### src/rtl/rf_2r1w_if.sv
// rf_2r1w_if: read/write bus between a core (master) and rf_2r1w (slave).
//   ready           : register file accepting reads/writes
//   we/waddr/wdata  : write port
//   re0/raddr0      : read port 0 request, rdata0 registered result
//   re1/raddr1      : read port 1 request, rdata1 registered result
interface rf_2r1w_if #(
  parameter int WORD_SIZE = 32,
  parameter int AW        = 5
);
  logic                 ready;
  logic                 we;
  logic [AW-1:0]        waddr;
  logic [WORD_SIZE-1:0] wdata;
  logic                 re0;
  logic [AW-1:0]        raddr0;
  logic [WORD_SIZE-1:0] rdata0;
  logic                 re1;
  logic [AW-1:0]        raddr1;
  logic [WORD_SIZE-1:0] rdata1;

  modport master (
    input  ready, rdata0, rdata1,
    output we, waddr, wdata, re0, raddr0, re1, raddr1
  );

  modport slave (
    output ready, rdata0, rdata1,
    input  we, waddr, wdata, re0, raddr0, re1, raddr1
  );
endinterface

### src/rtl/rf_2r1w.sv
// rf_2r1w: two-read/one-write register file with registered reads,
// write-first bypass, optional hardwired-zero entry 0 and an optional
// post-reset clear sequence.
//   clk : rising-edge clock
//   rst : synchronous active-high reset
//   bus : rf_2r1w_if slave (ready, write port, two read ports)
module rf_2r1w #(
  parameter int WORD_SIZE      = 32,
  parameter int REG_COUNT      = 32,
  parameter int ZERO_REG       = 1,
  parameter int CLEAR_ON_RESET = 1
) (
  input  logic       clk,
  input  logic       rst,
  rf_2r1w_if.slave   bus
);
  localparam int AW = (REG_COUNT > 1) ? $clog2(REG_COUNT) : 1;

  typedef enum logic {
    ST_CLEAR,
    ST_RUN
  } state_t;

  localparam logic [AW:0]   RC_EXT    = (AW+1)'(REG_COUNT);
  localparam logic [AW-1:0] LAST      = AW'(REG_COUNT - 1);
  localparam bit            ZR        = (ZERO_REG != 0);
  localparam state_t        RST_STATE = (CLEAR_ON_RESET != 0) ? ST_CLEAR : ST_RUN;

  logic [WORD_SIZE-1:0] mem_q [REG_COUNT];

  state_t               state_q, state_d;
  logic [AW-1:0]        cnt_q, cnt_d;
  logic                 ready_q, ready_d;
  logic [WORD_SIZE-1:0] rdata0_q, rdata0_d;
  logic [WORD_SIZE-1:0] rdata1_q, rdata1_d;

  logic                 mem_we;
  logic [AW-1:0]        mem_wa;
  logic [WORD_SIZE-1:0] mem_wd;
  logic                 wr_eff;

  // Address is backed by a real, writable/readable entry.
  function automatic logic addr_ok(input logic [AW-1:0] a);
    return ({1'b0, a} < RC_EXT) && !(ZR && (a == '0));
  endfunction

  always_comb begin
    state_d  = state_q;
    cnt_d    = cnt_q;
    ready_d  = ready_q;
    rdata0_d = rdata0_q;
    rdata1_d = rdata1_q;
    mem_we   = 1'b0;
    mem_wa   = bus.waddr;
    mem_wd   = bus.wdata;
    wr_eff   = 1'b0;

    unique case (state_q)
      ST_CLEAR: begin
        mem_we = 1'b1;
        mem_wa = cnt_q;
        mem_wd = '0;
        cnt_d  = cnt_q + AW'(1);
        if (cnt_q == LAST) begin
          state_d = ST_RUN;
          ready_d = 1'b1;
        end
      end
      ST_RUN: begin
        ready_d = 1'b1;
        wr_eff  = bus.we && addr_ok(bus.waddr);
        mem_we  = wr_eff;

        if (bus.re0) begin
          if (!addr_ok(bus.raddr0))
            rdata0_d = '0;
          else if (wr_eff && (bus.waddr == bus.raddr0))
            rdata0_d = bus.wdata;
          else
            rdata0_d = mem_q[bus.raddr0];
        end

        if (bus.re1) begin
          if (!addr_ok(bus.raddr1))
            rdata1_d = '0;
          else if (wr_eff && (bus.waddr == bus.raddr1))
            rdata1_d = bus.wdata;
          else
            rdata1_d = mem_q[bus.raddr1];
        end
      end
      default: state_d = ST_RUN;
    endcase
  end

  always_ff @(posedge clk) begin
    if (rst) begin
      state_q  <= RST_STATE;
      cnt_q    <= '0;
      ready_q  <= 1'b0;
      rdata0_q <= '0;
      rdata1_q <= '0;
    end else begin
      state_q  <= state_d;
      cnt_q    <= cnt_d;
      ready_q  <= ready_d;
      rdata0_q <= rdata0_d;
      rdata1_q <= rdata1_d;
    end
  end

  // Storage has no reset; a write coinciding with rst is dropped.
  always_ff @(posedge clk) begin
    if (!rst && mem_we)
      mem_q[mem_wa] <= mem_wd;
  end

  assign bus.ready  = ready_q;
  assign bus.rdata0 = rdata0_q;
  assign bus.rdata1 = rdata1_q;
endmodule
### src/flat_wrapper.sv
// flat-port wrapper written by rule: the top's interface ports become plain ports
module rf_2r1w_flat 
#(
  parameter int WORD_SIZE      = 32,
  parameter int REG_COUNT      = 32,
  parameter int ZERO_REG       = 1,
  parameter int CLEAR_ON_RESET = 1
)
  (clk, rst, bus_ready, bus_rdata0, bus_rdata1, bus_we, bus_waddr, bus_wdata, bus_re0, bus_raddr0, bus_re1, bus_raddr1);
  rf_2r1w_if #(.WORD_SIZE(WORD_SIZE)) bus_i ();
  input  logic clk;
  input  logic rst;
  output wire logic [$bits(bus_i.ready)-1:0] bus_ready;
  output wire logic [$bits(bus_i.rdata0)-1:0] bus_rdata0;
  output wire logic [$bits(bus_i.rdata1)-1:0] bus_rdata1;
  input wire logic [$bits(bus_i.we)-1:0] bus_we;
  input wire logic [$bits(bus_i.waddr)-1:0] bus_waddr;
  input wire logic [$bits(bus_i.wdata)-1:0] bus_wdata;
  input wire logic [$bits(bus_i.re0)-1:0] bus_re0;
  input wire logic [$bits(bus_i.raddr0)-1:0] bus_raddr0;
  input wire logic [$bits(bus_i.re1)-1:0] bus_re1;
  input wire logic [$bits(bus_i.raddr1)-1:0] bus_raddr1;
  assign bus_ready = bus_i.ready;
  assign bus_rdata0 = bus_i.rdata0;
  assign bus_rdata1 = bus_i.rdata1;
  assign bus_i.we = bus_we;
  assign bus_i.waddr = bus_waddr;
  assign bus_i.wdata = bus_wdata;
  assign bus_i.re0 = bus_re0;
  assign bus_i.raddr0 = bus_raddr0;
  assign bus_i.re1 = bus_re1;
  assign bus_i.raddr1 = bus_raddr1;
  rf_2r1w #(.WORD_SIZE(WORD_SIZE), .REG_COUNT(REG_COUNT), .ZERO_REG(ZERO_REG), .CLEAR_ON_RESET(CLEAR_ON_RESET)) u_core (.clk(clk), .rst(rst), .bus(bus_i));
endmodule
### config.mk
export PLATFORM = sky130hd
export DESIGN_NAME = rf_2r1w_flat
export DESIGN_NICKNAME = d
export VERILOG_FILES = /design/src/rtl/rf_2r1w_if.sv /design/src/rtl/rf_2r1w.sv /design/src/flat_wrapper.sv
export SDC_FILE = /design/constraint.sdc
export NUM_CORES = 1
export LEC_CHECK = 0
export ABC_CLOCK_PERIOD_IN_PS = 9150
export BUFFER_PORTS_ARGS = -buffer_cell sky130_fd_sc_hd__clkbuf_2
export CAP_MARGIN = 10
export CORE_ASPECT_RATIO = 0.7
export CORE_UTILIZATION = 45
export DETAILED_ROUTE_END_ITERATION = 8
export REMOVE_ABC_BUFFERS = 1
export SKIP_LAST_GASP = 1
export SLEW_MARGIN = 40
export SYNTH_ARGS = -nofsm -noshare
export SYNTH_HDL_FRONTEND = slang
export SYNTH_SLANG_ARGS = --single-unit
### constraint.sdc
create_clock -name clk -period 9.15 [get_ports clk]
set_input_delay 0.915 -clock clk [delete_from_list [all_inputs] [get_ports clk]]
set_output_delay 0.915 -clock clk [all_outputs]
set_load 0.02 [all_outputs]
======== Word-level counts from Yosys, hierarchy flattened ========
Memory sizes are Yosys's and may differ from the RTL's.
Cells that the tools add are included.
storage, ports and cells
  output and inout port bits .............. 65
  memories ................................ 1
  bits in read-only memories .............. 0
  flip-flop bits (word level) ............. 71
  memory bits (writable) .................. 1024
  bits in latches ......................... 0
cells by class
  divide/modulo/power cells ............... 0
  order comparisons ....................... 0
  multipliers ............................. 0
  shift operators ......................... 0
  reduce and logical (&&, ||, !) cells .... 11
  add/sub/neg operators ................... 1
  muxes and demuxes ....................... 13
  bitwise gates (word level) .............. 1
  eq/ne operators ......................... 4
memories
  name          depth  width  rd ports  clocked after Yosys merged registers in  wr ports  RTL line       text
  u_core.mem_q  32     32     2         0                                        1         rf_2r1w.sv:29  logic [WORD_SIZE-1:0] mem_q [REG_COUNT];
operators with widths
  cell                                                              number
  32-bit two-way mux                                                5
  5-bit logical NOT                                                 3
  5-bit == test                                                     2
  5-bit by 1-bit adder with 5-bit output (second input constant)    1
  5-bit == test (second input constant)                             1
  1-bit two-way mux                                                 5
  5-bit two-way mux                                                 1
  1-bit logical AND                                                 4
  1-bit one-hot mux with 2 select lines                             2
  2-bit AND reduction                                               2
  1-bit logical NOT                                                 2
  2-bit by 1-bit != test with 1-bit output (second input constant)  1
  1-bit inverter                                                    1

======== Longest topological paths before layout ========
  word-level depth ........................ 7
  mapped depth ............................ 8
  mapped depth without buffers ............ 5

======== Least setup slack after synthesis ========
No wires, ideal clock.
  path kind ............................... input-to-reg
  from .................................... input port bus_waddr[2]
  to ...................................... memory u_core.mem_q[10][0], enable pin
  stages on the path ...................... 5
  arrival ................................. 3062 ps
  slack ................................... 5667 ps
  path through ............................ clkbuf_1 -> or4_4 -> o2111a_1 -> o21ai_2 -> nor2_1
between the ends
  longest elaborated chain between the ends .. 7
  elaborated cells between the ends (all ways) .. 8
ends and longest elaborated chain
  what                                     RTL line            text
  start: declaration                       flat_wrapper.sv:17  input wire logic [$bits(bus_i.waddr)-1:0] bus_waddr;
  5-bit logical NOT                        rf_2r1w.sv:44       return ({1'b0, a} < RC_EXT) && !(ZR && (a == '0));
  1-bit logical NOT                        rf_2r1w.sv:44
  1-bit logical AND                        rf_2r1w.sv:71       wr_eff = bus.we && addr_ok(bus.waddr);
  1-bit one-hot mux with 2 select lines    rf_2r1w.sv:58       unique case (state_q)
  1-bit logical AND                        rf_2r1w.sv:114      if (!rst && mem_we)
  1-bit two-way mux                        rf_2r1w.sv:114
  1-bit two-way mux (implied by the code)  rf_2r1w.sv:115      mem_q[mem_wa] <= mem_wd;
  end: declaration                         rf_2r1w.sv:29
Parallel ways exist; a longest one is shown, timed or not.

======== Worst setup path in the final report ========
  from .................................... register u_core.state_q
  to ...................................... memory u_core.mem_q[5][19], enable pin
between the ends
  longest elaborated chain between the ends .. 5
  elaborated cells between the ends (all ways) .. 6
ends and longest elaborated chain
  what                                     RTL line        text
  start: declaration                       rf_2r1w.sv:31   state_t state_q, state_d;
  start signal: assignment                 rf_2r1w.sv:104  state_q <= state_d;
  1-bit inverter                           --
  1-bit one-hot mux with 2 select lines    rf_2r1w.sv:58
  1-bit logical AND                        rf_2r1w.sv:114
  1-bit two-way mux                        rf_2r1w.sv:114
  1-bit two-way mux (implied by the code)  rf_2r1w.sv:115
Parallel ways exist; a longest one is shown, timed or not.

==> impl_metrics.tcl <==
set metrics [dict create \
    worst-endpoint-arrival_ps 4220 \
    async_flop_share_pct 0 \
    critPathBufInv 2 \
    grt-ovfl-total 0 \
    ios 117 \
    grt_pass1_vias 31690 \
    synth_cell_types 55 \
    ys.flop_type "edfxtp_1" \
    chipWidth_um 402.8 \
    synth_area_per_cell_um2 16.98 \
    synth_top_family_by_area "multiplexers" \
    drc 0 \
    reg2reg_from "u_core.state_q$_SDFF_PP0_" \
    num_vias 32140 \
    crit_chain "buf_6 > mux2i_1 > nor2b_1 > nand2_1 > nor2_4 > buf_4" \
    max_cap_violations 0 \
    fp.dieArea_mm2 0.1138 \
    grt_use_total_pct 30.31 \
    antenna_found_initial 5 \
    dp_slack_ps 5117 \
    place_congestion 0.8170 \
    fin_ws_ps 5270 \
    layout-drive-gt1-share_pct 23.59 \
    nFillCells 8945 \
    multiInputGateArea_mm2 0.01751 \
    finalPower_mw 10.79 \
    max_freq_ghz 0.2577 \
    status "completed" \
    ys_warn_count 0 \
    ant_nets 0 \
    via_per_inst 6.970 \
    crit_fanout 57 \
    leakagePower_nw 18.90 \
    power.density_mw_per_mm2 189.7 \
    postLayoutCellArea_mm2 0.05690 \
    cts_hold_buf 0 \
    dpl_cell_area_mm2 0.05305 \
    num_rows 102 \
    synth_edf_count 1024 \
    die_h_um 282.6 \
    synth_xor_xnor_area_share_pct 0.2250 \
    worst_clock_skew_ps 28.03 \
    post-cts-setup-buffers 0 \
    cts_buffers 109 \
    tightest_slew_ps 960.9 \
    slowest_stage "nor2_4" \
    drtIter0Drc 4599 \
    critPathTopFamily "simple AND/OR/NAND/NOR gates" \
    drv_slew 0 \
    relSlewSlack_pct 35.94 \
    setup_viol 0 \
    min_path_type "reg -> reg" \
    finalCritPeriodShare_pct 42.41 \
    place.port_buffers 116 \
    post_cts_resized 0 \
    worstSkewPairLatency_ps 730 \
    synthAdderAreaFrac_pct 0.04945 \
    syn_inst 2980 \
    clock_sinks 1095 \
    clkTransAtPathRegs_ps 60 \
    grt_pass1_wl_mm 241.6 \
    cpPeakStageDelay_ps 880 \
    crit_path_end_kind "flip-flop" \
    core_mm2 0.1110 \
    synth-compound-area-share_pct 7.743 \
    crit_path_start "u_core.state_q$_SDFF_PP0_" \
    hold_viol_final 0 \
    finalNetCount 3113 \
    required_ps 9490 \
    hp-start "u_core.bus.ready$_SDFFE_PP0P_" \
    yosys.area_share.simple_pct 3.938 \
    synth_seq_area_share_pct 63.57 \
    cts_tree "done" \
    syn_area_mm2 0.05061 \
    areaGrowthSynthToFinish_pct 12.43 \
    ys_ff_latch 1095 \
    cts-root-buf "clkbuf_16" \
    tns_ps 0 \
    seqCellArea_mm2 0.03217 \
    dr.pass1.iters 6 \
    start_kind "flip-flop" \
    clockBufferDepth 3 \
    routedWlPerCell_um 37.72 \
    htreeDepth 3 \
    initial_core_util_pct 45.58 \
    crit_type "reg -> reg" \
    grt_max_degree 111 \
    vdd_ir_drop_max_uv 158.7 \
    dp_hpwl_mm 90.87 \
    period_needed_ps 3880 \
    totalWireLength_mm 173.9 \
    yosys-mux-area-fraction_pct 21.64 \
    rsz0062_at_grt "no" \
]
-- layout by cell type, fill, tap and decap left out, drive strengths merged, types with 66 or more instances in the layout --
master	instances
edfxtp	1024
mux2i	508
mux4	260
clkbuf	255
a22oi	248
o22ai	128
buf	100
and2	94
dfxtp	71
nand4	66
-- layout make-up --
class / instances / area share, %
clock inverters: 63 / 1.198
clock buffers: 143 / 5.289
repair buffers: 212 / 2.953
multi-input cells: 1636 / 30.78
flip-flops and latches: 1095 / 56.54
inverters: 5 / 0.03298
diodes: 1 / 0.004398
well taps: 1456 / 3.202
-- worst min-delay path, stage by stage (launching register included) --
cell	delay (ps)
dfxtp_1	310
inv_1	50
a21oi_1	50
-- through the flow --
stage               std cells  utilization, %  hold WS (ps)
floorplan                2736               -         511.1
finish                   4611           51.25         450.1
CTS                      4604           51.10         437.2
global route             4610           51.24         465.4
global placement         4386           47.48         431.8
detailed placement       4398           47.78         438.1
-- registers in the layout, summed over array words and instances (netlist names) --
name / cells
u_core.bus.rdata0: 32
u_core.bus.rdata1: 32
u_core.bus.ready: 1
u_core.cnt_q: 5
u_core.mem_q: 1024
u_core.state_q: 1
-- worst paths after layout --
path / endpoint / cells after the start / slack [ps]
setup / recovery: u_core.mem_q[5][19]$_DFFE_PP_ / 6 / 5270
hold / removal: u_core.bus.ready$_SDFFE_PP0P_ / 2 / 450
setup reg to reg: u_core.mem_q[5][19]$_DFFE_PP_ / 6 / 5270
hold reg to reg: u_core.bus.ready$_SDFFE_PP0P_ / 2 / 450
-- power breakdown --
group,total [mW],internal [mW],switching [mW],leakage (nW)
clock,4.67,2.69,1.98,1.83
combinational,0.680,0.252,0.428,7.53
sequential,5.44,5.43,0.0148,9.55
-- synth_stat cells (4+ instances only) --
master	count	area, µm²
edfxtp_1	1024	30750
mux2i_1	508	5085
mux4_2	260	5856
a22oi_1	248	1862
o22ai_1	128	800.8
and2_1	94	588.1
clkbuf_1	93	349.1
dfxtp_1	71	1421
nand4_1	66	412.9
a41oi_1	62	543.0
o31ai_1	62	465.5
buf_2	61	305.3
buf_4	58	435.4
or2_1	52	325.3
nor2_1	43	161.4
buf_6	26	292.8
nand2_1	16	60.06
xnor2_1	11	96.34
or2_0	10	62.56
nor4b_2	6	90.09
inv_1	5	18.77
nand3b_1	5	37.54
a22o_1	4	35.03
nand3_1	4	20.02
nor4bb_1	4	40.04
o211ai_1	4	30.03
o21ai_2	4	35.03
-- kinds of logic (layout without fill, tap and decap cells) --
family | count (synthesis) | after routing
adders and majority gates | 2 | 2
DFF | 1095 | 1095
muxes | 769 | 769
and+or+nand+nor | 323 | 323
other | 0 | 1
buffers and inverters | 249 | 423
xor gates and xnor gates | 13 | 13
AOI/OAI and AO/OA | 529 | 529
-- metal layers --
metal | GRT usage, % | share of wire (%) | wire (µm)
met5 | 0.7519 | 0.048 | 83
met4 | 11.88 | 4.2 | 7242
met3 | 7.870 | 11 | 18700
met2 | 47.86 | 46 | 80020
met1 | 40.24 | 39 | 67890
Note: power is estimated with default switching activity, not from simulation.
